$ cat config.mk
export PLATFORM = sky130hd
export DESIGN_NAME = cwru_transceiver_rx
export DESIGN_NICKNAME = d
export VERILOG_FILES = /design/src/rtl/cwru_transceiver_rx.sv
export SDC_FILE = /design/constraint.sdc
export NUM_CORES = 1
export LEC_CHECK = 0
export BUFFER_PORTS_ARGS = -buffer_cell sky130_fd_sc_hd__buf_2
export CORE_ASPECT_RATIO = 1.75
export CORE_MARGIN = 2
export CORE_UTILIZATION = 35
export CTS_CLUSTER_SIZE = 8
export DETAILED_ROUTE_END_ITERATION = 10
export SLEW_MARGIN = 20
export SYNTH_ARGS = -nofsm -noshare
export SYNTH_HDL_FRONTEND = slang
export SYNTH_SLANG_ARGS = --single-unit
export TNS_END_PERCENT = 30
$ cat constraint.sdc
create_clock -name CLK -period 2.6 [get_ports CLK]
set_clock_uncertainty 0.1 [all_clocks]
set_input_delay 0.52 -clock CLK [delete_from_list [all_inputs] [get_ports CLK]]
set_output_delay 0.52 -clock CLK [all_outputs]
set_load 0.01 [all_outputs]
$ cat src/rtl/cwru_transceiver_rx.sv
// Receiver half of the CWRU key-code link. Deserialises 8-bit on/off-keyed
// frames (MSB first, start bit = 1) from one GPIO pin. It decodes the key index
// and shows it on a seven-segment display (active-low segments).
module cwru_transceiver_rx #(
  parameter int unsigned BIT_CYCLES  = 6250,
  parameter int unsigned HALF_CYCLES = 3125,
  parameter int unsigned DATA_PIN    = 17
) (
  input  logic        CLK,
  input  logic        RST_N,
  input  logic [35:0] GPIO_1,
  output logic [6:0]  HEX0
);

  localparam logic [12:0] BitReload  = 13'(BIT_CYCLES - 1);
  localparam logic [12:0] HalfReload = 13'(HALF_CYCLES - 1);

  localparam logic [6:0] SegDigit0 = 7'b1000000;
  localparam logic [6:0] SegDigit1 = 7'b1111001;
  localparam logic [6:0] SegDigit2 = 7'b0100100;
  localparam logic [6:0] SegDigit3 = 7'b0110000;
  localparam logic [6:0] SegDash   = 7'b0111111;
  localparam logic [6:0] SegBlank  = 7'b1111111;

  typedef enum logic [1:0] {StIdle, StStart, StData, StDone} state_e;

  state_e      state_q, state_d;
  logic [12:0] timer_q, timer_d;
  logic [3:0]  bitcnt_q, bitcnt_d;
  logic [7:0]  sreg_q, sreg_d;
  logic [6:0]  hex_q, hex_d;
  logic        rx_meta_q, rx_s_q, rx_s_d_q;
  logic        rise;
  logic [6:0]  seg;

  // Two-flop synchroniser plus one delay stage for rising-edge detection
  always_ff @(posedge CLK) begin
    if (!RST_N) begin
      rx_meta_q <= 1'b0;
      rx_s_q    <= 1'b0;
      rx_s_d_q  <= 1'b0;
    end else begin
      rx_meta_q <= GPIO_1[DATA_PIN];
      rx_s_q    <= rx_meta_q;
      rx_s_d_q  <= rx_s_q;
    end
  end

  assign rise = rx_s_q & ~rx_s_d_q;

  // Map the received frame to a display pattern; unknown codes show a dash
  always_comb begin
    seg = SegDash;
    case (sreg_q)
      8'b1000_0000: seg = SegDigit0;
      8'b1010_0000: seg = SegDigit1;
      8'b1010_1000: seg = SegDigit2;
      8'b1010_1010: seg = SegDigit3;
      default:      seg = SegDash;
    endcase
  end

  // Receive FSM next-state: mid-bit sampling driven by a reloading down-counter
  always_comb begin
    state_d  = state_q;
    timer_d  = timer_q;
    bitcnt_d = bitcnt_q;
    sreg_d   = sreg_q;
    hex_d    = hex_q;
    unique case (state_q)
      StIdle: begin
        bitcnt_d = 4'd0;
        if (rise) begin
          timer_d = HalfReload;
          state_d = StStart;
        end
      end
      StStart: begin
        if (timer_q == 13'd0) begin
          if (rx_s_q) begin
            sreg_d   = {sreg_q[6:0], 1'b1};
            timer_d  = BitReload;
            bitcnt_d = 4'd1;
            state_d  = StData;
          end else begin
            // Line fell back before mid-start-bit: treat as a glitch
            state_d = StIdle;
          end
        end else begin
          timer_d = timer_q - 13'd1;
        end
      end
      StData: begin
        if (timer_q == 13'd0) begin
          sreg_d   = {sreg_q[6:0], rx_s_q};
          bitcnt_d = bitcnt_q + 4'd1;
          timer_d  = BitReload;
          if (bitcnt_q == 4'd7) state_d = StDone;
        end else begin
          timer_d = timer_q - 13'd1;
        end
      end
      StDone: begin
        hex_d   = seg;
        state_d = StIdle;
      end
      default: state_d = StIdle;
    endcase
  end

  // FSM and datapath state registers with synchronous active-low reset
  always_ff @(posedge CLK) begin
    if (!RST_N) begin
      state_q  <= StIdle;
      timer_q  <= 13'd0;
      bitcnt_q <= 4'd0;
      sreg_q   <= 8'd0;
      hex_q    <= SegBlank;
    end else begin
      state_q  <= state_d;
      timer_q  <= timer_d;
      bitcnt_q <= bitcnt_d;
      sreg_q   <= sreg_d;
      hex_q    <= hex_d;
    end
  end

  assign HEX0 = hex_q;

endmodule

==> qor.log <==
qor: critical_path.worst-endpoint-arrival 2.47 ns
qor: pwr.switchingPower 1.10 mW
qor: cells_and_area.layoutNonFillerInstCount 336
qor: drt.vias 1,929
qor: sta.finalCriticalPeriod 2.35 ns
qor: yosys.synth_edf_count 0
qor: global_routing.track_usage 17.8%
qor: pwr.clkPwrFrac 19.8%
qor: clock_tree.cts_buffer_depth 2
qor: cells_and_area.drive_above_1_share 16.2%
qor: yosys.synthDominantAreaCellType sky130_fd_sc_hd__dfxtp_1
qor: clock_tree.numCtsBuffers 5
qor: pwr.total_power 2.52 mW
qor: place.place.detailed.instances 328
qor: floorplanning.io_pins 45
qor: yosys.postSynth.topFlopCell sky130_fd_sc_hd__dfxtp_1
qor: yosys.netlist_instances 242
qor: sta.final_hold_viol_count 0
qor: drt.wirelength 5340 µm
qor: clock_tree.cts-htree-levels 2
qor: floorplanning.die_area 6400 µm²
qor: clock_tree.holdBufCountCts 0
qor: critical_path.critical_path.startpoint_type flip-flop
qor: clock_tree.clock_sink_count 36
qor: critical_path.cpLargestDelayFamily simple AND/OR/NAND/NOR gates
qor: critical_path.ordered_cell_list_for_the_critical_path inv_1 -> ha_1 -> or4b_1 -> or4_1 -> or4_1 -> o221ai_1
qor: critical_path.critical-path-top-cell-by-count sky130_fd_sc_hd__or4_1
qor: place.pre_cts_slack 0.299 ns
qor: pwr.vdd_ir_drop_max 0.000548 V
qor: pwr.switching_share_of_total_power 43.5%
qor: cells_and_area.diodes 0
qor: sta.timing_worst_slew_pin_value 0.511 ns
qor: drt.antenna_left 0
qor: drt.drt_first_iter_violations 70
qor: cells_and_area.flow.area_growth_from_synthesis 14.9%
qor: sta.grt_setup_unrepaired no
qor: yosys.postSynthNetCount 287
qor: yosys.ys_types 57
qor: clock_tree.path_clk_slew 0.07 ns
qor: run.drv_cap 0
qor: cells_and_area.num-fill-cells 613
qor: sta.worst_slew_slack_as_a_fraction_of_its_limit 65.4%
qor: global_routing.grt_first_pass_wirelength 8760 µm
qor: outcome.status finished, final reports clean
qor: clock_tree.tritoncts_clock_tree yes
qor: critical_path.crit_required 2.71 ns
qor: place.finalWeightedCongestion 0.921
qor: drt.vias_per_cell 5.74
qor: floorplanning.die_width 61.4 µm
qor: cells_and_area.finalInstanceArea 2310 µm²
qor: global_routing.initial_antenna_violation_count 0
qor: clock_tree.cts_setup_buffers 0
qor: critical_path.critical_path_cell_count 6
qor: yosys.ys_seq_area_share 35.8%
qor: yosys.synth_async_sr_flop_share 0%
qor: critical_path.worstSetupEndpointType flip-flop
qor: sta.timing.final.max_slew_violations 0
qor: critical_path.ff2ff_path_depth 6
qor: place.portBuffers 9
qor: critical_path.timing.critical_path.slowest_cell_delay 0.53 ns
qor: clock_tree.cts_root_buffer sky130_fd_sc_hd__clkbuf_8
qor: drt.drt_drc_violations_left 0
qor: worst_hold_path.min_path_type input pin to flip-flop
qor: global_routing.grt_pass1_vias 1,854
qor: sta.timing.setup.tns 0 ns
qor: pwr.pwr-share-comb 52.1%
qor: yosys.synthesis.yosys.warnings 0
qor: yosys.synthesis.area 2010 µm²
qor: cells_and_area.final_common_cell sky130_fd_sc_hd__dfxtp_1
qor: floorplanning.effective_utilization_at_floorplan 36.1%
qor: critical_path.crit_path_top_delay_cell sky130_fd_sc_hd__or4b_1
qor: place.detailedPlacementHpwl 3950 µm
qor: yosys.syn_area_per_cell 8.32 µm²
qor: pwr.power.sequential.fraction 28.1%
qor: floorplanning.core_area 5590 µm²
qor: clock_tree.clock_insertion_delay_worst_skew 0.29 ns
qor: sta.max_freq 425 MHz
qor: yosys.yosys.area.top_type_share 35.8%
qor: yosys.synth_top_cells_by_area sky130_fd_sc_hd__dfxtp_1 (36%), sky130_fd_sc_hd__ha_1 (4.3%), sky130_fd_sc_hd__a21oi_1 (4.2%), sky130_fd_sc_hd__nand3_1 (4.2%), sky130_fd_sc_hd__nand2_1 (3.4%)
qor: drt.route.detailed.wl_per_inst 15.9 µm
qor: cells_and_area.most_frequent_cells_in_the_layout sky130_fd_sc_hd__dfxtp_1 (36), sky130_fd_sc_hd__nand2_1 (18), sky130_fd_sc_hd__nand3_1 (17), sky130_fd_sc_hd__a21oi_1 (17), sky130_fd_sc_hd__inv_1 (15)
qor: yosys.number_of_synthesized_register_bits 36
qor: place.placed_cell_area 2200 µm²
qor: worst_hold_path.whs_path_depth 2
qor: sta.pnr_worst_setup_slack 0.246 ns
qor: pwr.internal_power 1.42 mW
qor: floorplanning.row_count 36
qor: critical_path.crit_type flip-flop to flip-flop
qor: global_routing.grt_max_degree 22
qor: drt.detailed_router_iteration_count_before_antenna_repair 4
qor: pwr.power_per_cell_area 1090 nW/µm²
qor: floorplanning.fp.dieH 104 µm
qor: sta.period_share 90.5%
qor: critical_path.worstPathMaxFanout 4
qor: critical_path.critical_path_buf_inv_count 1
qor: pwr.leakagePower 0.902 nW
qor: global_routing.overflow 0
qor: cells_and_area.fin_nets 304
qor: clock_tree.cts-resized-gates 0
qor: sta.setup_viol 0
[sequential cells by signal, indices dropped and copies added (netlist names), named ones only]
signal	flops
rx_s_d_q	1
sreg_q	8
HEX0	6
rx_meta_q	1
rx_s_q	1
bitcnt_q	4
state_q	1
timer_q	13
[final cells by class]
| cell class | count | area [µm²] | share of cell area [%] |
|---|---|---|---|
| clock buffers | 5 | 68.8 | 2.97 |
| multi-input cells | 178 | 1180 | 51.0 |
| inverters | 15 | 56.3 | 2.43 |
| well taps | 76 | 95.1 | 4.11 |
| clock inverters | 3 | 42.5 | 1.84 |
| repair buffers | 23 | 150 | 6.49 |
| flip-flops and latches | 36 | 721 | 31.1 |
[worst register-to-register path, delay by kind of cell, from the launching register on]
kind	cells	cell delay, ns
simple gates	3	1.48
flops	1	0.33
buf+inv	1	0.10
compound gates	1	0.08
fa+ha+maj	1	0.20
[routing by layer]
metal | up-vias | part of all wire, % | GRT usage (%)
li1 | 958 | - | -
met1 | 926 | 39 | 18.3
met2 | 29 | 55 | 32.8
met3 | 16 | 2.0 | 3.23
met4 | 0 | 3.5 | 7.75
met5 | - | 0 | 0
[synthesized netlist by cell type (2+ instances only)]
master                       n
sky130_fd_sc_hd__or3_1       2
sky130_fd_sc_hd__nand3_1    17
sky130_fd_sc_hd__inv_1      15
sky130_fd_sc_hd__o21bai_1    2
sky130_fd_sc_hd__a21oi_1    17
sky130_fd_sc_hd__clkbuf_1    9
sky130_fd_sc_hd__ha_1        7
sky130_fd_sc_hd__or4_4       3
sky130_fd_sc_hd__or4_1       5
sky130_fd_sc_hd__nand2_1    18
sky130_fd_sc_hd__buf_2       2
sky130_fd_sc_hd__dfxtp_1    36
sky130_fd_sc_hd__nor2_1     11
sky130_fd_sc_hd__nor4_1      3
sky130_fd_sc_hd__o21ai_0    13
sky130_fd_sc_hd__mux2i_1     3
sky130_fd_sc_hd__a211o_1     2
sky130_fd_sc_hd__nor3b_1     2
sky130_fd_sc_hd__a21o_1      2
sky130_fd_sc_hd__o221ai_1    3
sky130_fd_sc_hd__and3_1      3
sky130_fd_sc_hd__o2111ai_1   2
sky130_fd_sc_hd__o22ai_1     4
sky130_fd_sc_hd__nand2b_1    3
sky130_fd_sc_hd__a41o_1      2
sky130_fd_sc_hd__o221a_2     2
sky130_fd_sc_hd__o21a_1      2
sky130_fd_sc_hd__nor3_1      6
sky130_fd_sc_hd__and2_1      5
sky130_fd_sc_hd__o211a_1     3
sky130_fd_sc_hd__a31oi_1     4
sky130_fd_sc_hd__o211ai_1    3
sky130_fd_sc_hd__nand4_1     4
sky130_fd_sc_hd__a211oi_1    4
[power groups by stage]
stage                     Sequential, mW  Combinational, mW  Clock [mW]
after floorplan                    0.691              0.874           0
after global placement             0.715               1.29           0
after detailed placement           0.717               1.29           0
after CTS                          0.704               1.30       0.515
after global routing               0.715               1.42       0.537
final                              0.708               1.31       0.499
[logic make-up after synthesis]
group                    Yosys count  share of synthesized area, %
AO/OA/AOI/OAI                     77                          26.7
flip-flops                        36                          35.8
adder cells (fa/ha/maj)            7                          4.35
buffers and inverters             28                          5.59
multiplexers                       3                          1.49
AND/OR/NAND/NOR                   91                          26.1
[worst paths after layout]
path,from,end,slack (ns)
worst max-delay path,timer_q[0],timer_q[8],0.25
worst min-delay path,GPIO_1[17],rx_meta_q,0.33
worst max register to register,timer_q[0],timer_q[8],0.25
worst min register to register,rx_meta_q,rx_s_q,0.34
[through the flow]
stage	hold WS (ns)	utilization [%]
after floorplan	0.312	-
after CTS	0.326	41.4
final	0.332	41.4
after detailed placement	0.322	39.4
after global placement	0.314	39.4
after global routing	0.332	41.4
Note: power is estimated with default switching activity, not from simulation.
